**src/rtl/noc_ep_pkg.sv**
```systemverilog
// ============================================================================
// Module      : noc_ep_pkg
// Description : Shared types, flit field positions and the saturating
//               increment used by the NoC traffic endpoint.
// Revision    : 1.0 - initial release
// ============================================================================
`default_nettype none

package noc_ep_pkg;

    typedef enum logic [1:0] {
        IDLE = 2'd0,
        SEND = 2'd1,
        DONE = 2'd2
    } tx_state_t;

    localparam int FLIT_IDX_LSB = 0;
    localparam int FLIT_IDX_W   = 16;
    localparam int SEQ_LSB      = 16;
    localparam int SEQ_W        = 16;

    // Counts of up to 32 bits; the caller casts the result back to its width.
    function automatic logic [31:0] sat_inc(input logic [31:0] cnt, input int unsigned width);
        logic [31:0] v_max;
        v_max = (width >= 32) ? 32'hFFFF_FFFF : ((32'd1 << width) - 32'd1);
        return (cnt >= v_max) ? cnt : cnt + 32'd1;
    endfunction

endpackage

`default_nettype wire

```
**src/rtl/noc_traffic_endpoint_if.sv**
```systemverilog
// ============================================================================
// Module      : noc_traffic_endpoint_if
// Description : One AXI-Stream channel (tvalid/tready/tdata/tlast/tid/tdest).
// Revision    : 1.0 - initial release
// ============================================================================
`default_nettype none

interface noc_traffic_endpoint_if #(
    parameter int TID_WIDTH   = 2,
    parameter int TDEST_WIDTH = 4,
    parameter int TDATA_WIDTH = 32
);
    logic                   tvalid;
    logic                   tready;
    logic [TDATA_WIDTH-1:0] tdata;
    logic                   tlast;
    logic [TID_WIDTH-1:0]   tid;
    logic [TDEST_WIDTH-1:0] tdest;

    modport master (output tvalid, tdata, tlast, tid, tdest, input tready);
    modport slave  (input tvalid, tdata, tlast, tid, tdest, output tready);

endinterface

`default_nettype wire

```
**src/rtl/noc_ep_rx_checker.sv**
```systemverilog
// ============================================================================
// Module      : noc_ep_rx_checker
// Description : RX sink of the traffic endpoint; counts packets and, when
//               NOC_EP_RX_CHECK_EN is defined, checks flit index and tid.
// Revision    : 1.0 - initial release
// ============================================================================
`default_nettype none

module noc_ep_rx_checker
    import noc_ep_pkg::*;
#(
    parameter int CNT_WIDTH = 16
) (
    input  wire logic               clk_usr,
    input  wire logic               rst_n,
    noc_traffic_endpoint_if.slave   axis_in,
    output logic [CNT_WIDTH-1:0]    rx_pkt_cnt,
    output logic [CNT_WIDTH-1:0]    rx_err_cnt
);

    logic                 r_tready;
    logic [CNT_WIDTH-1:0] r_pkt_cnt;
    logic                 w_hs;

    assign w_hs           = axis_in.tvalid && r_tready;
    assign axis_in.tready = r_tready;
    assign rx_pkt_cnt     = r_pkt_cnt;

    always_ff @(posedge clk_usr or negedge rst_n) begin
        if (!rst_n) begin
            r_tready  <= 1'b0;
            r_pkt_cnt <= '0;
        end else begin
            r_tready <= 1'b1;
            if (w_hs && axis_in.tlast) begin
                r_pkt_cnt <= CNT_WIDTH'(sat_inc(32'(r_pkt_cnt), CNT_WIDTH));
            end
        end
    end

`ifdef NOC_EP_RX_CHECK_EN
    logic [FLIT_IDX_W-1:0]          r_exp_idx;
    logic [FLIT_IDX_W-1:0]          w_rx_idx;
    logic                           r_sop;
    logic [$bits(axis_in.tid)-1:0]  r_tid;
    logic [CNT_WIDTH-1:0]           r_err_cnt;
    logic                           w_bad;
    logic                           w_unused;

    assign w_rx_idx = axis_in.tdata[FLIT_IDX_LSB +: FLIT_IDX_W];
    // One increment per flit even when both the index and the tid are wrong.
    assign w_bad    = (w_rx_idx != r_exp_idx) || (!r_sop && (axis_in.tid != r_tid));

    always_ff @(posedge clk_usr or negedge rst_n) begin
        if (!rst_n) begin
            r_exp_idx <= '0;
            r_sop     <= 1'b1;
            r_tid     <= '0;
            r_err_cnt <= '0;
        end else if (w_hs) begin
            // Following the received index resynchronises after a mismatch.
            r_exp_idx <= axis_in.tlast ? '0 : w_rx_idx + FLIT_IDX_W'(1);
            r_sop     <= axis_in.tlast;
            if (r_sop) begin
                r_tid <= axis_in.tid;
            end
            if (w_bad) begin
                r_err_cnt <= CNT_WIDTH'(sat_inc(32'(r_err_cnt), CNT_WIDTH));
            end
        end
    end

    assign rx_err_cnt = r_err_cnt;
    assign w_unused   = ^{axis_in.tdata, axis_in.tdest};
`else
    logic w_unused;

    assign rx_err_cnt = '0;
    assign w_unused   = ^{axis_in.tdata, axis_in.tid, axis_in.tdest};
`endif

endmodule

`default_nettype wire

```
**src/rtl/noc_traffic_endpoint.sv**
```systemverilog
// ============================================================================
// Module      : noc_traffic_endpoint
// Description : NoC traffic endpoint: TX packet generator FSM plus RX sink.
//               Optional RX checking enabled by defining NOC_EP_RX_CHECK_EN.
// Revision    : 1.0 - initial release
// ============================================================================
`default_nettype none

module noc_traffic_endpoint
    import noc_ep_pkg::*;
#(
    parameter int TID_WIDTH   = 2,
    parameter int TDEST_WIDTH = 4,
    parameter int TDATA_WIDTH = 32,
    parameter int LEN_WIDTH   = 8,
    parameter int CNT_WIDTH   = 16
) (
    input  wire logic                   clk_usr,
    input  wire logic                   rst_n,
    input  wire logic                   cfg_start,
    input  wire logic                   cfg_stop,
    input  wire logic [TDEST_WIDTH-1:0] cfg_dest,
    input  wire logic [LEN_WIDTH-1:0]   cfg_pkt_len,
    input  wire logic [CNT_WIDTH-1:0]   cfg_num_pkts,
    noc_traffic_endpoint_if.master      axis_out,
    noc_traffic_endpoint_if.slave       axis_in,
    output logic                        busy,
    output logic                        done,
    output logic [CNT_WIDTH-1:0]        tx_pkt_cnt,
    output logic [CNT_WIDTH-1:0]        rx_pkt_cnt,
    output logic [CNT_WIDTH-1:0]        rx_err_cnt
);

    tx_state_t              r_state,      w_state_nxt;
    logic [TDEST_WIDTH-1:0] r_dest,       w_dest_nxt;
    logic [LEN_WIDTH-1:0]   r_len,        w_len_nxt;
    logic [LEN_WIDTH-1:0]   r_flit_idx,   w_idx_nxt;
    logic [CNT_WIDTH-1:0]   r_num,        w_num_nxt;
    logic [CNT_WIDTH-1:0]   r_pkt_seq,    w_seq_nxt;
    logic [CNT_WIDTH-1:0]   r_tx_pkt_cnt, w_cnt_nxt;
    logic                   r_stop_pend,  w_stop_nxt;

    logic                   w_hs;
    logic                   w_last;
    logic                   w_stop_req;
    logic                   w_num_hit;
    logic                   w_send_nxt;
    logic [TDATA_WIDTH-1:0] w_tdata_nxt;

    logic                   r_tvalid;
    logic [TDATA_WIDTH-1:0] r_tdata;
    logic                   r_tlast;
    logic [TID_WIDTH-1:0]   r_tid;
    logic [TDEST_WIDTH-1:0] r_tdest;
    logic                   r_busy;
    logic                   r_done;

    assign w_hs       = (r_state == SEND) && axis_out.tready;
    assign w_last     = (r_flit_idx == (r_len - LEN_WIDTH'(1)));
    assign w_stop_req = cfg_stop && !cfg_start;
    assign w_num_hit  = (r_num != '0) && ((r_tx_pkt_cnt + CNT_WIDTH'(1)) == r_num);

    always_ff @(posedge clk_usr or negedge rst_n) begin
        if (!rst_n) begin
            r_state <= IDLE;
        end else begin
            r_state <= w_state_nxt;
        end
    end

    always_comb begin
        w_state_nxt = r_state;
        w_dest_nxt  = r_dest;
        w_len_nxt   = r_len;
        w_num_nxt   = r_num;
        w_idx_nxt   = r_flit_idx;
        w_seq_nxt   = r_pkt_seq;
        w_cnt_nxt   = r_tx_pkt_cnt;
        w_stop_nxt  = r_stop_pend;
        unique case (r_state)
            IDLE, DONE: begin
                if (cfg_start) begin
                    w_state_nxt = SEND;
                    w_dest_nxt  = cfg_dest;
                    w_len_nxt   = (cfg_pkt_len == '0) ? LEN_WIDTH'(1) : cfg_pkt_len;
                    w_num_nxt   = cfg_num_pkts;
                    w_idx_nxt   = '0;
                    w_seq_nxt   = '0;
                    w_cnt_nxt   = '0;
                    w_stop_nxt  = 1'b0;
                end
            end
            SEND: begin
                if (w_stop_req) begin
                    w_stop_nxt = 1'b1;
                end
                if (w_hs) begin
                    if (w_last) begin
                        w_idx_nxt = '0;
                        w_seq_nxt = r_pkt_seq + CNT_WIDTH'(1);
                        w_cnt_nxt = CNT_WIDTH'(sat_inc(32'(r_tx_pkt_cnt), CNT_WIDTH));
                        // A stop arriving with the closing flit ends the run here.
                        if (w_num_hit || r_stop_pend || w_stop_req) begin
                            w_state_nxt = DONE;
                        end
                    end else begin
                        w_idx_nxt = r_flit_idx + LEN_WIDTH'(1);
                    end
                end
            end
            default: w_state_nxt = IDLE;
        endcase
    end

    assign w_send_nxt = (w_state_nxt == SEND);

    always_comb begin
        w_tdata_nxt = '0;
        w_tdata_nxt[FLIT_IDX_LSB +: FLIT_IDX_W] = FLIT_IDX_W'(w_idx_nxt);
        w_tdata_nxt[SEQ_LSB +: SEQ_W]           = SEQ_W'(w_seq_nxt);
    end

    // Output flops are loaded from next-state values so every port is a flop.
    always_ff @(posedge clk_usr or negedge rst_n) begin
        if (!rst_n) begin
            r_dest       <= '0;
            r_len        <= '0;
            r_num        <= '0;
            r_flit_idx   <= '0;
            r_pkt_seq    <= '0;
            r_tx_pkt_cnt <= '0;
            r_stop_pend  <= 1'b0;
            r_tvalid     <= 1'b0;
            r_tdata      <= '0;
            r_tlast      <= 1'b0;
            r_tid        <= '0;
            r_tdest      <= '0;
            r_busy       <= 1'b0;
            r_done       <= 1'b0;
        end else begin
            r_dest       <= w_dest_nxt;
            r_len        <= w_len_nxt;
            r_num        <= w_num_nxt;
            r_flit_idx   <= w_idx_nxt;
            r_pkt_seq    <= w_seq_nxt;
            r_tx_pkt_cnt <= w_cnt_nxt;
            r_stop_pend  <= w_stop_nxt;
            r_tvalid     <= w_send_nxt;
            r_tdata      <= w_send_nxt ? w_tdata_nxt : '0;
            r_tlast      <= w_send_nxt && (w_idx_nxt == (w_len_nxt - LEN_WIDTH'(1)));
            r_tid        <= w_send_nxt ? TID_WIDTH'(w_seq_nxt) : '0;
            r_tdest      <= w_send_nxt ? w_dest_nxt : '0;
            r_busy       <= w_send_nxt;
            r_done       <= (w_state_nxt == DONE);
        end
    end

    assign axis_out.tvalid = r_tvalid;
    assign axis_out.tdata  = r_tdata;
    assign axis_out.tlast  = r_tlast;
    assign axis_out.tid    = r_tid;
    assign axis_out.tdest  = r_tdest;
    assign busy            = r_busy;
    assign done            = r_done;
    assign tx_pkt_cnt      = r_tx_pkt_cnt;

    noc_ep_rx_checker #(
        .CNT_WIDTH (CNT_WIDTH)
    ) u_rx_checker (
        .clk_usr    (clk_usr),
        .rst_n      (rst_n),
        .axis_in    (axis_in),
        .rx_pkt_cnt (rx_pkt_cnt),
        .rx_err_cnt (rx_err_cnt)
    );

endmodule

`default_nettype wire

```
**src/flat_wrapper.sv**
```systemverilog
// flat-port wrapper written by rule: the top's interface ports become plain ports
module noc_traffic_endpoint_flat import noc_ep_pkg::*;
#(
    parameter int TID_WIDTH   = 2,
    parameter int TDEST_WIDTH = 4,
    parameter int TDATA_WIDTH = 32,
    parameter int LEN_WIDTH   = 8,
    parameter int CNT_WIDTH   = 16
)
  (clk_usr, rst_n, cfg_start, cfg_stop, cfg_dest, cfg_pkt_len, cfg_num_pkts, busy, done, tx_pkt_cnt, rx_pkt_cnt, rx_err_cnt, axis_out_tvalid, axis_out_tdata, axis_out_tlast, axis_out_tid, axis_out_tdest, axis_out_tready, axis_in_tvalid, axis_in_tdata, axis_in_tlast, axis_in_tid, axis_in_tdest, axis_in_tready);
  noc_traffic_endpoint_if #(.TID_WIDTH(TID_WIDTH), .TDEST_WIDTH(TDEST_WIDTH), .TDATA_WIDTH(TDATA_WIDTH)) axis_out_i ();
  noc_traffic_endpoint_if #(.TID_WIDTH(TID_WIDTH), .TDEST_WIDTH(TDEST_WIDTH), .TDATA_WIDTH(TDATA_WIDTH)) axis_in_i ();
  input  wire logic clk_usr;
  input  wire logic rst_n;
  input  wire logic cfg_start;
  input  wire logic cfg_stop;
  input  wire logic [TDEST_WIDTH-1:0] cfg_dest;
  input  wire logic [LEN_WIDTH-1:0] cfg_pkt_len;
  input  wire logic [CNT_WIDTH-1:0] cfg_num_pkts;
  output logic busy;
  output logic done;
  output logic [CNT_WIDTH-1:0] tx_pkt_cnt;
  output logic [CNT_WIDTH-1:0] rx_pkt_cnt;
  output logic [CNT_WIDTH-1:0] rx_err_cnt;
  output wire logic [$bits(axis_out_i.tvalid)-1:0] axis_out_tvalid;
  output wire logic [$bits(axis_out_i.tdata)-1:0] axis_out_tdata;
  output wire logic [$bits(axis_out_i.tlast)-1:0] axis_out_tlast;
  output wire logic [$bits(axis_out_i.tid)-1:0] axis_out_tid;
  output wire logic [$bits(axis_out_i.tdest)-1:0] axis_out_tdest;
  input wire logic [$bits(axis_out_i.tready)-1:0] axis_out_tready;
  input wire logic [$bits(axis_in_i.tvalid)-1:0] axis_in_tvalid;
  input wire logic [$bits(axis_in_i.tdata)-1:0] axis_in_tdata;
  input wire logic [$bits(axis_in_i.tlast)-1:0] axis_in_tlast;
  input wire logic [$bits(axis_in_i.tid)-1:0] axis_in_tid;
  input wire logic [$bits(axis_in_i.tdest)-1:0] axis_in_tdest;
  output wire logic [$bits(axis_in_i.tready)-1:0] axis_in_tready;
  assign axis_out_tvalid = axis_out_i.tvalid;
  assign axis_out_tdata = axis_out_i.tdata;
  assign axis_out_tlast = axis_out_i.tlast;
  assign axis_out_tid = axis_out_i.tid;
  assign axis_out_tdest = axis_out_i.tdest;
  assign axis_out_i.tready = axis_out_tready;
  assign axis_in_i.tvalid = axis_in_tvalid;
  assign axis_in_i.tdata = axis_in_tdata;
  assign axis_in_i.tlast = axis_in_tlast;
  assign axis_in_i.tid = axis_in_tid;
  assign axis_in_i.tdest = axis_in_tdest;
  assign axis_in_tready = axis_in_i.tready;
  noc_traffic_endpoint #(.TID_WIDTH(TID_WIDTH), .TDEST_WIDTH(TDEST_WIDTH), .TDATA_WIDTH(TDATA_WIDTH), .LEN_WIDTH(LEN_WIDTH), .CNT_WIDTH(CNT_WIDTH)) u_core (.clk_usr(clk_usr), .rst_n(rst_n), .cfg_start(cfg_start), .cfg_stop(cfg_stop), .cfg_dest(cfg_dest), .cfg_pkt_len(cfg_pkt_len), .cfg_num_pkts(cfg_num_pkts), .axis_out(axis_out_i), .axis_in(axis_in_i), .busy(busy), .done(done), .tx_pkt_cnt(tx_pkt_cnt), .rx_pkt_cnt(rx_pkt_cnt), .rx_err_cnt(rx_err_cnt));
endmodule
```
**config.mk**
```make
export PLATFORM = sky130hd
export DESIGN_NAME = noc_traffic_endpoint_flat
export DESIGN_NICKNAME = d
export VERILOG_FILES = /design/src/rtl/noc_ep_pkg.sv /design/src/rtl/noc_traffic_endpoint_if.sv /design/src/rtl/noc_ep_rx_checker.sv /design/src/rtl/noc_traffic_endpoint.sv /design/src/flat_wrapper.sv
export SDC_FILE = /design/constraint.sdc
export NUM_CORES = 1
export LEC_CHECK = 0
export BUFFER_PORTS_ARGS = -buffer_cell sky130_fd_sc_hd__buf_4
export CORE_MARGIN = 2
export CORE_UTILIZATION = 49
export CTS_BUF_LIST = sky130_fd_sc_hd__clkbuf_4 sky130_fd_sc_hd__clkbuf_8 sky130_fd_sc_hd__clkbuf_16
export DETAILED_ROUTE_END_ITERATION = 8
export PLACE_DENSITY = 0.87
export SYNTH_ARGS = -nofsm -noshare
export SYNTH_HDL_FRONTEND = slang
export SYNTH_SLANG_ARGS = --single-unit
```
**constraint.sdc**
```tcl
create_clock -name clk_usr -period 2.9 [get_ports clk_usr]
set_clock_uncertainty 0.1 [all_clocks]
set_input_delay 0.58 -clock clk_usr [delete_from_list [all_inputs] [get_ports clk_usr]]
set_output_delay 0.58 -clock clk_usr [all_outputs]
set_load 0.005 [all_outputs]
```
==> flow_summary.json, run 1 <==
{
  "status": "complete, but fails checks",
  "violations": "negative setup slack",
  "yosysWarnings": 0,
  "ctsRootBufferMaster": "clkbuf_16",
  "drc": 0,
  "synth_area_um2": 6730,
  "num_vias": 6272,
  "hold-worst-slack_ns": 0.0632,
  "tns_ns": -0.0156,
  "drive_gt1_frac": 0.302,
  "ys_top_cells_by_area": "dfrtp_1 (44%), nand2_1 (6.8%), xnor2_1 (5.7%)",
  "die_y_um": 121,
  "cp-start-kind": "flip-flop",
  "fmax_mhz": 343,
  "cts_made_buffers": 17,
  "ioPinCount": 164,
  "cts_tree": "built",
  "antenna_left": 0,
  "cp.required_ns": 3.11,
  "hold_viol_final": 0,
  "synth_edf_count": 0,
  "maxSlewHeadroom": 0.574,
  "ys_async_sr_fraction": 1.00,
  "synthToLayoutAreaGrowth_pct": 34.4,
  "drt-pass1-iter-count": 7,
  "synthCells": 749,
  "drv_cap": 0,
  "clockBufferDepth": 2,
  "fillers": 1045,
  "grt_max_degree": 45,
  "dpl-instance-area_um2": 8060,
  "cts.sinks": 119,
  "clock_latency_ns": 0.42,
  "dpl.hpwl_mm": 12.3,
  "grt_pass1_wl_mm": 28.2,
  "gr-total-overflow": 0,
  "period_minus_slack_ns": 2.92,
  "cp_max_fo": 5,
  "nNetsFinal": 998,
  "path_clk_slew_ns": 0.06,
  "vdd_drop_max_mv": 0.470,
  "grt_pass1_vias": 5740,
  "grt_use_total": 0.244,
  "design_area_um2": 9040,
  "row_count": 42,
  "worst_slew_pin_slew_ns": 0.634,
  "finalWorstSetupSlack_ns": -0.0156,
  "finish.utilization": 0.677,
  "power_mw": 8.14,
  "powerDensity_nw_per_um2": 900,
  "routedWlPerCell_um": 16.1,
  "end_kind": "flip-flop",
  "start_util": 0.504,
  "final_common_cell": "buf_4",
  "yosysSeqAreaShare": 0.443,
  "core_um2": 13300,
  "most-common-layout-cells": "buf_4 (192), nand2_1 (120), dfrtp_1 (119), nor2_1 (42), xnor2_1 (40)",
  "cts_hold_buf": 0,
  "hold_class": "input port to asynchronous set/reset pin",
  "grt_antenna_before_repair": 0,
  "htreeDepth": 4,
  "synth_top_area_frac": 0.443,
  "viasPerCell": 5.66,
  "fp.dieArea_um2": 14700,
  "r2r_slack_ns": -0.02,
  "drtIter0Drc": 452,
  "die_w_um": 121,
  "gp_congestion": 0.898,
  "p_leak_nw": 4.35,
  "synth_area_per_cell_um2": 8.98,
  "num_antenna_cells": 0,
  "synth.largest_area_cell": "dfrtp_1",
  "synth_ff_type": "dfrtp_1",
  "wirelength_mm": 17.8,
  "io_buffers": 101,
  "rsz0062_at_grt": "yes",
  "synth-seq-cells": 119,
  "slew_viol_final": 0,
  "critPathArrivalTime_ns": 3.13,
  "synthDistinctLibCells": 70,
  "min_period_over_period": 1.01,
  "critPathKind": "flip-flop to flip-flop",
  "setup_viol": 1
}
[final cells by class]
cell class	count	area, um^2	share of cell area
multi-input cells	563	3650	0.404
flip-flops and latches	119	2980	0.329
repair buffers	195	1480	0.163
clock buffers	18	433	0.0479
well taps	176	220	0.0244
clock inverters	14	198	0.0219
inverters	23	86.3	0.00955
[report_power, final]
group	internal (mW)	leakage (nW)	switching (mW)	total, mW
sequential	2.02	1.57	0.338	2.36
combinational	1.66	2.47	1.89	3.55
clock	1.45	0.304	0.781	2.23
[through the flow]
| stage | setup WS, ns | cells |
|---|---|---|
| 2_1_floorplan | 0.0130 | 772 |
| 3_3_place_gp | -0.423 | 1063 |
| 3_5_place_dp | -0.485 | 1063 |
| 4_1_cts | 0.000722 | 1099 |
| 5_1_grt | -0.169 | 1108 |
| 6_report | -0.0156 | 1108 |
[kinds of logic after synthesis]
| group | synth area share |
|---|---|
| XOR/XNOR | 0.0792 |
| AO/OA/AOI/OAI | 0.129 |
| buffers and inverters | 0.0688 |
| adder cells (fa/ha/maj) | 0.0112 |
| multiplexers | 0.0227 |
| AND/OR/NAND/NOR | 0.245 |
| flip-flops | 0.443 |
| other | 0.00112 |
[cells in the mapped netlist, types with 3 or more instances]
master	instances
a2111oi_0	5
a211oi_1	4
a21oi_1	17
a22oi_1	5
a311oi_1	3
a31oi_1	4
and2_1	15
and3_1	12
and4_1	4
buf_2	7
buf_4	27
clkbuf_1	30
dfrtp_1	119
ha_1	6
inv_1	21
mux2i_1	13
nand2_1	121
nand2b_1	5
nand3_1	32
nand3b_1	3
nand4_1	21
nor2_1	44
nor2b_1	5
nor3_1	23
nor3b_1	7
nor4_1	8
nor4_2	3
nor4b_1	3
o21a_1	3
o21ai_0	40
o21ai_1	11
o31ai_1	10
o41ai_1	4
or2_2	4
or3_1	3
or4_1	4
xnor2_1	44
xor2_1	15
[state kept, by name, summed over array words and instances (netlist names)]
| signal | flops |
|---|---|
| u_core.u_rx_checker.rx_pkt_cnt | 16 |
| u_core.axis_out.tdata | 23 |
| u_core.axis_out.tlast | 1 |
| u_core.r_len | 8 |
| u_core.r_flit_idx | 8 |
| u_core.r_dest | 4 |
| u_core.r_pkt_seq | 16 |
| u_core.done | 1 |
| u_core.r_num | 16 |
| u_core.tx_pkt_cnt | 16 |
| u_core.u_rx_checker.axis_in.tready | 1 |
| u_core.r_state | 2 |
| u_core.axis_out.tid | 1 |
| u_core.axis_out.tdest | 4 |
| u_core.r_stop_pend | 1 |
| u_core.axis_out.tvalid | 1 |
[what timing repair did]
action / 4_1_cts / 5_1_grt
setup buffers: 4 / 8
gates resized for setup: 17 / 30
pin swaps: 5 / 13
setup endpoints to repair: 25 / 48
cloned: 0 / 1
[critical path: stages, from the launching register on]
cell,delay (ns)
dfrtp_1,0.39
or4_4,0.59
nor4_4,0.24
a211oi_2,0.09
and2_4,0.21
or4_1,0.51
nand4_1,0.12
buf_4,0.12
o41ai_2,0.08
a2111oi_4,0.37
[final timing paths]
path,startpoint,end,cells past startpoint
setup / recovery,u_core.r_len[3]$_DFF_PN0_,u_core.axis_out.tlast$_DFF_PN0_,9
hold / removal,rst_n,u_core.tx_pkt_cnt[7]$_DFFE_PN0P_,1
setup reg to reg,u_core.r_len[3]$_DFF_PN0_,u_core.axis_out.tlast$_DFF_PN0_,9
hold reg to reg,u_core.r_dest[2]$_DFF_PN0_,u_core.r_dest[2]$_DFF_PN0_,2
max in group asynchronous,rst_n,u_core.r_pkt_seq[15]$_DFF_PN0_,2
min in group clk_usr,cfg_num_pkts[7],u_core.r_num[7]$_DFFE_PN0P_,3
[routing by layer]
metal  GRT usage  wire [um]  vias up
li1            -          -     2924
met1       0.329       7410     3024
met5           0          0        -
met4       0.104        492        0
met3      0.0404       1180       43
met2       0.390       8760      281
Note: power is estimated with default switching activity, not from simulation.
==> inputs of run 2 (changes only) <==
PLACE_DENSITY = 0.78   (was 0.87)
SYNTH_HIERARCHICAL = 1   (was default)
==> flow_summary.json, run 2 <==
{
  "worst_slew_pin_slew_ns": 0.540,
  "maxSlewHeadroom": 0.637,
  "tns_ns": 0,
  "clockBufferDepth": 2,
  "cp.required_ns": 3.15,
  "path_depth": 9,
  "grt_pass1_wl_mm": 26.3,
  "synth_area_um2": 6450,
  "grt_max_degree": 43,
  "clock_latency_ns": 0.42,
  "row_count": 41,
  "ys_top_cells_by_area": "dfrtp_1 (46%), nand2_1 (7.3%), xnor2_1 (4.9%)",
  "most-common-layout-cells": "buf_4 (152), nand2_1 (124), dfrtp_1 (119), nor2_1 (41), xnor2_1 (36)",
  "dp_slack_ns": -0.120,
  "ff2ff_path_depth": 9,
  "gr-total-overflow": 0,
  "status": "completed",
  "num_vias": 5686,
  "slew_viol_final": 0,
  "critPathMaxStageDelay_ns": 0.42,
  "ctsRootBufferMaster": "clkbuf_16",
  "die_y_um": 119,
  "synth_edf_count": 0,
  "routedWlPerCell_um": 15.9,
  "start_util": 0.507,
  "path_clk_slew_ns": 0.06,
  "cp_max_fo": 6,
  "num_antenna_cells": 0,
  "grt_antenna_before_repair": 0,
  "synth-seq-cells": 119,
  "final_common_cell": "buf_4",
  "grt_use_total": 0.232,
  "yosysSeqAreaShare": 0.462,
  "dpl.hpwl_mm": 11.5,
  "cts_hold_buf": 0,
  "finalWorstSetupSlack_ns": 0.0682,
  "core_um2": 12700,
  "viasPerCell": 5.56,
  "vdd_drop_max_mv": 0.594,
  "period_minus_slack_ns": 2.83,
  "ys_async_sr_fraction": 1.00,
  "fp.dieArea_um2": 14100,
  "antenna_left": 0,
  "synth_ff_type": "dfrtp_1",
  "drive_gt1_frac": 0.274,
  "min_period_over_period": 0.976,
  "path_delay_family": "simple AND/OR/NAND/NOR gates",
  "synth.largest_area_cell": "dfrtp_1",
  "synthToLayoutAreaGrowth_pct": 29.4,
  "rsz0062_at_grt": "yes",
  "gp_congestion": 0.905,
  "synth_area_per_cell_um2": 9.26,
  "path_buf_inv": 0,
  "drt-pass1-iter-count": 5,
  "end_kind": "flip-flop",
  "grt_pass1_vias": 5447,
  "drtIter0Drc": 391,
  "setup_viol": 0,
  "htreeDepth": 4,
  "synthCells": 697,
  "largest_reg_flops": 23,
  "synth_commonest_cells": "nand2_1 (125), dfrtp_1 (119), nor2_1 (42), xnor2_1 (36), o21ai_0 (32)",
  "hold-worst-slack_ns": 0.0349,
  "cts_tree": "built",
  "synthDistinctLibCells": 69,
  "critPathArrivalTime_ns": 3.09,
  "die_w_um": 119,
  "hold_class": "input port to asynchronous set/reset pin",
  "hold_viol_final": 0,
  "dp_cells": 984,
  "cp-start-kind": "flip-flop",
  "design_area_um2": 8350,
  "critPathKind": "flip-flop to flip-flop",
  "synth_most_common_cell": "nand2_1",
  "drv_cap": 0,
  "fmax_mhz": 353,
  "nNetsFinal": 916,
  "yosysWarnings": 6,
  "p_leak_nw": 4.03,
  "io_buffers": 101,
  "synth_top_area_frac": 0.462,
  "cts.sinks": 119,
  "ioPinCount": 164,
  "cts_made_buffers": 17,
  "finalNonFillerCells": 1022,
  "crit_slowest_cell": "dfrtp_1",
  "drc": 0,
  "crit_chain": "nor4_4 -> nand2_2 -> o32ai_4 -> nor2_4 -> or3_4 -> or3_4 -> nor2_4 -> mux2i_2 -> and2_1",
  "powerDensity_nw_per_um2": 868,
  "dpl-instance-area_um2": 7580,
  "wirelength_mm": 16.2
}
[run 2: changes by cell type after synthesis, moves of 5 or more]
cell	change
a2111oi_0	-5
a21oi_1	+7
a22oi_1	-5
buf_2	+5
clkbuf_1	-14
nand3_1	-9
nand4_1	-8
o21ai_0	-8
xnor2_1	-8
xor2_1	+8
[run 2: cells by family after synthesis]
kind of cell	after synthesis	share of synthesized area
compound gates	107	0.108
xor+xnor	60	0.0826
fa+ha+maj	7	0.0132
buf+inv	80	0.0646
flops	119	0.462
mux	18	0.0293
other cells	3	0.00175
simple gates	303	0.239
[run 2: per-stage QoR]
stage               power, mW   util
floorplan                4.03      -
global placement         4.82  0.596
detailed placement       4.92  0.596
CTS                      7.12  0.645
global route             7.67  0.656
finish                   7.24  0.656
[run 2: what timing repair did]
| item | in CTS | in global routing |
|---|---|---|
| cloned | 0 | 0 |
| buffers inserted | 0 | 6 |
| resized for setup | 3 | 24 |
| pin swaps | 0 | 13 |
| setup endpoints to repair | 23 | 43 |
[run 2: area by class of cell]
type	count	area [um^2]
flip-flops and latches	119	2980
repair buffers	156	1200
well taps	172	215
clock inverters	14	173
inverters	23	86.3
multi-input cells	520	3250
fillers	1028	4380
clock buffers	18	439
[run 2: worst register-to-register path, cell delays in order, from the launching register on]
cell and delay [ns]:
dfrtp_1 0.42, nor4_4 0.36, nand2_2 0.12, o32ai_4 0.32, nor2_4 0.08, or3_4 0.42
or3_4 0.40, nor2_4 0.14, mux2i_2 0.25, and2_1 0.16
[run 2: worst paths after layout]
path	start	end	slack (ns)
hold / removal	rst_n	u_core/tx_pkt_cnt[8]$_DFFE_PN0P_	0.03
setup / recovery	u_core/r_len[5]$_DFF_PN0_	u_core/axis_out.tdata[29]$_DFF_PN0_	0.07
min in group clk_usr	cfg_num_pkts[7]	u_core/r_num[7]$_DFFE_PN0P_	0.25
hold reg to reg	u_core/r_dest[1]$_DFF_PN0_	u_core/r_dest[1]$_DFF_PN0_	0.37
max in group asynchronous	rst_n	u_core/r_state[1]$_DFF_PN0_	1.96
setup reg to reg	u_core/r_len[5]$_DFF_PN0_	u_core/axis_out.tdata[29]$_DFF_PN0_	0.07
[run 2: report_power, final]
part / switching (mW) / internal (mW) / total [mW]
Clock: 0.792 / 1.38 / 2.17
Combinational: 1.41 / 1.25 / 2.66
Sequential: 0.368 / 2.04 / 2.41
Total: 2.57 / 4.67 / 7.24
[run 2: metal layers]
layer | vias to the layer above | global-route usage | part of all wire
met3 | 42 | 0.0541 | 0.068
met5 | - | 0 | 0
li1 | 2641 | - | -
met4 | 0 | 0.0818 | 0.023
met2 | 249 | 0.383 | 0.48
met1 | 2754 | 0.300 | 0.43
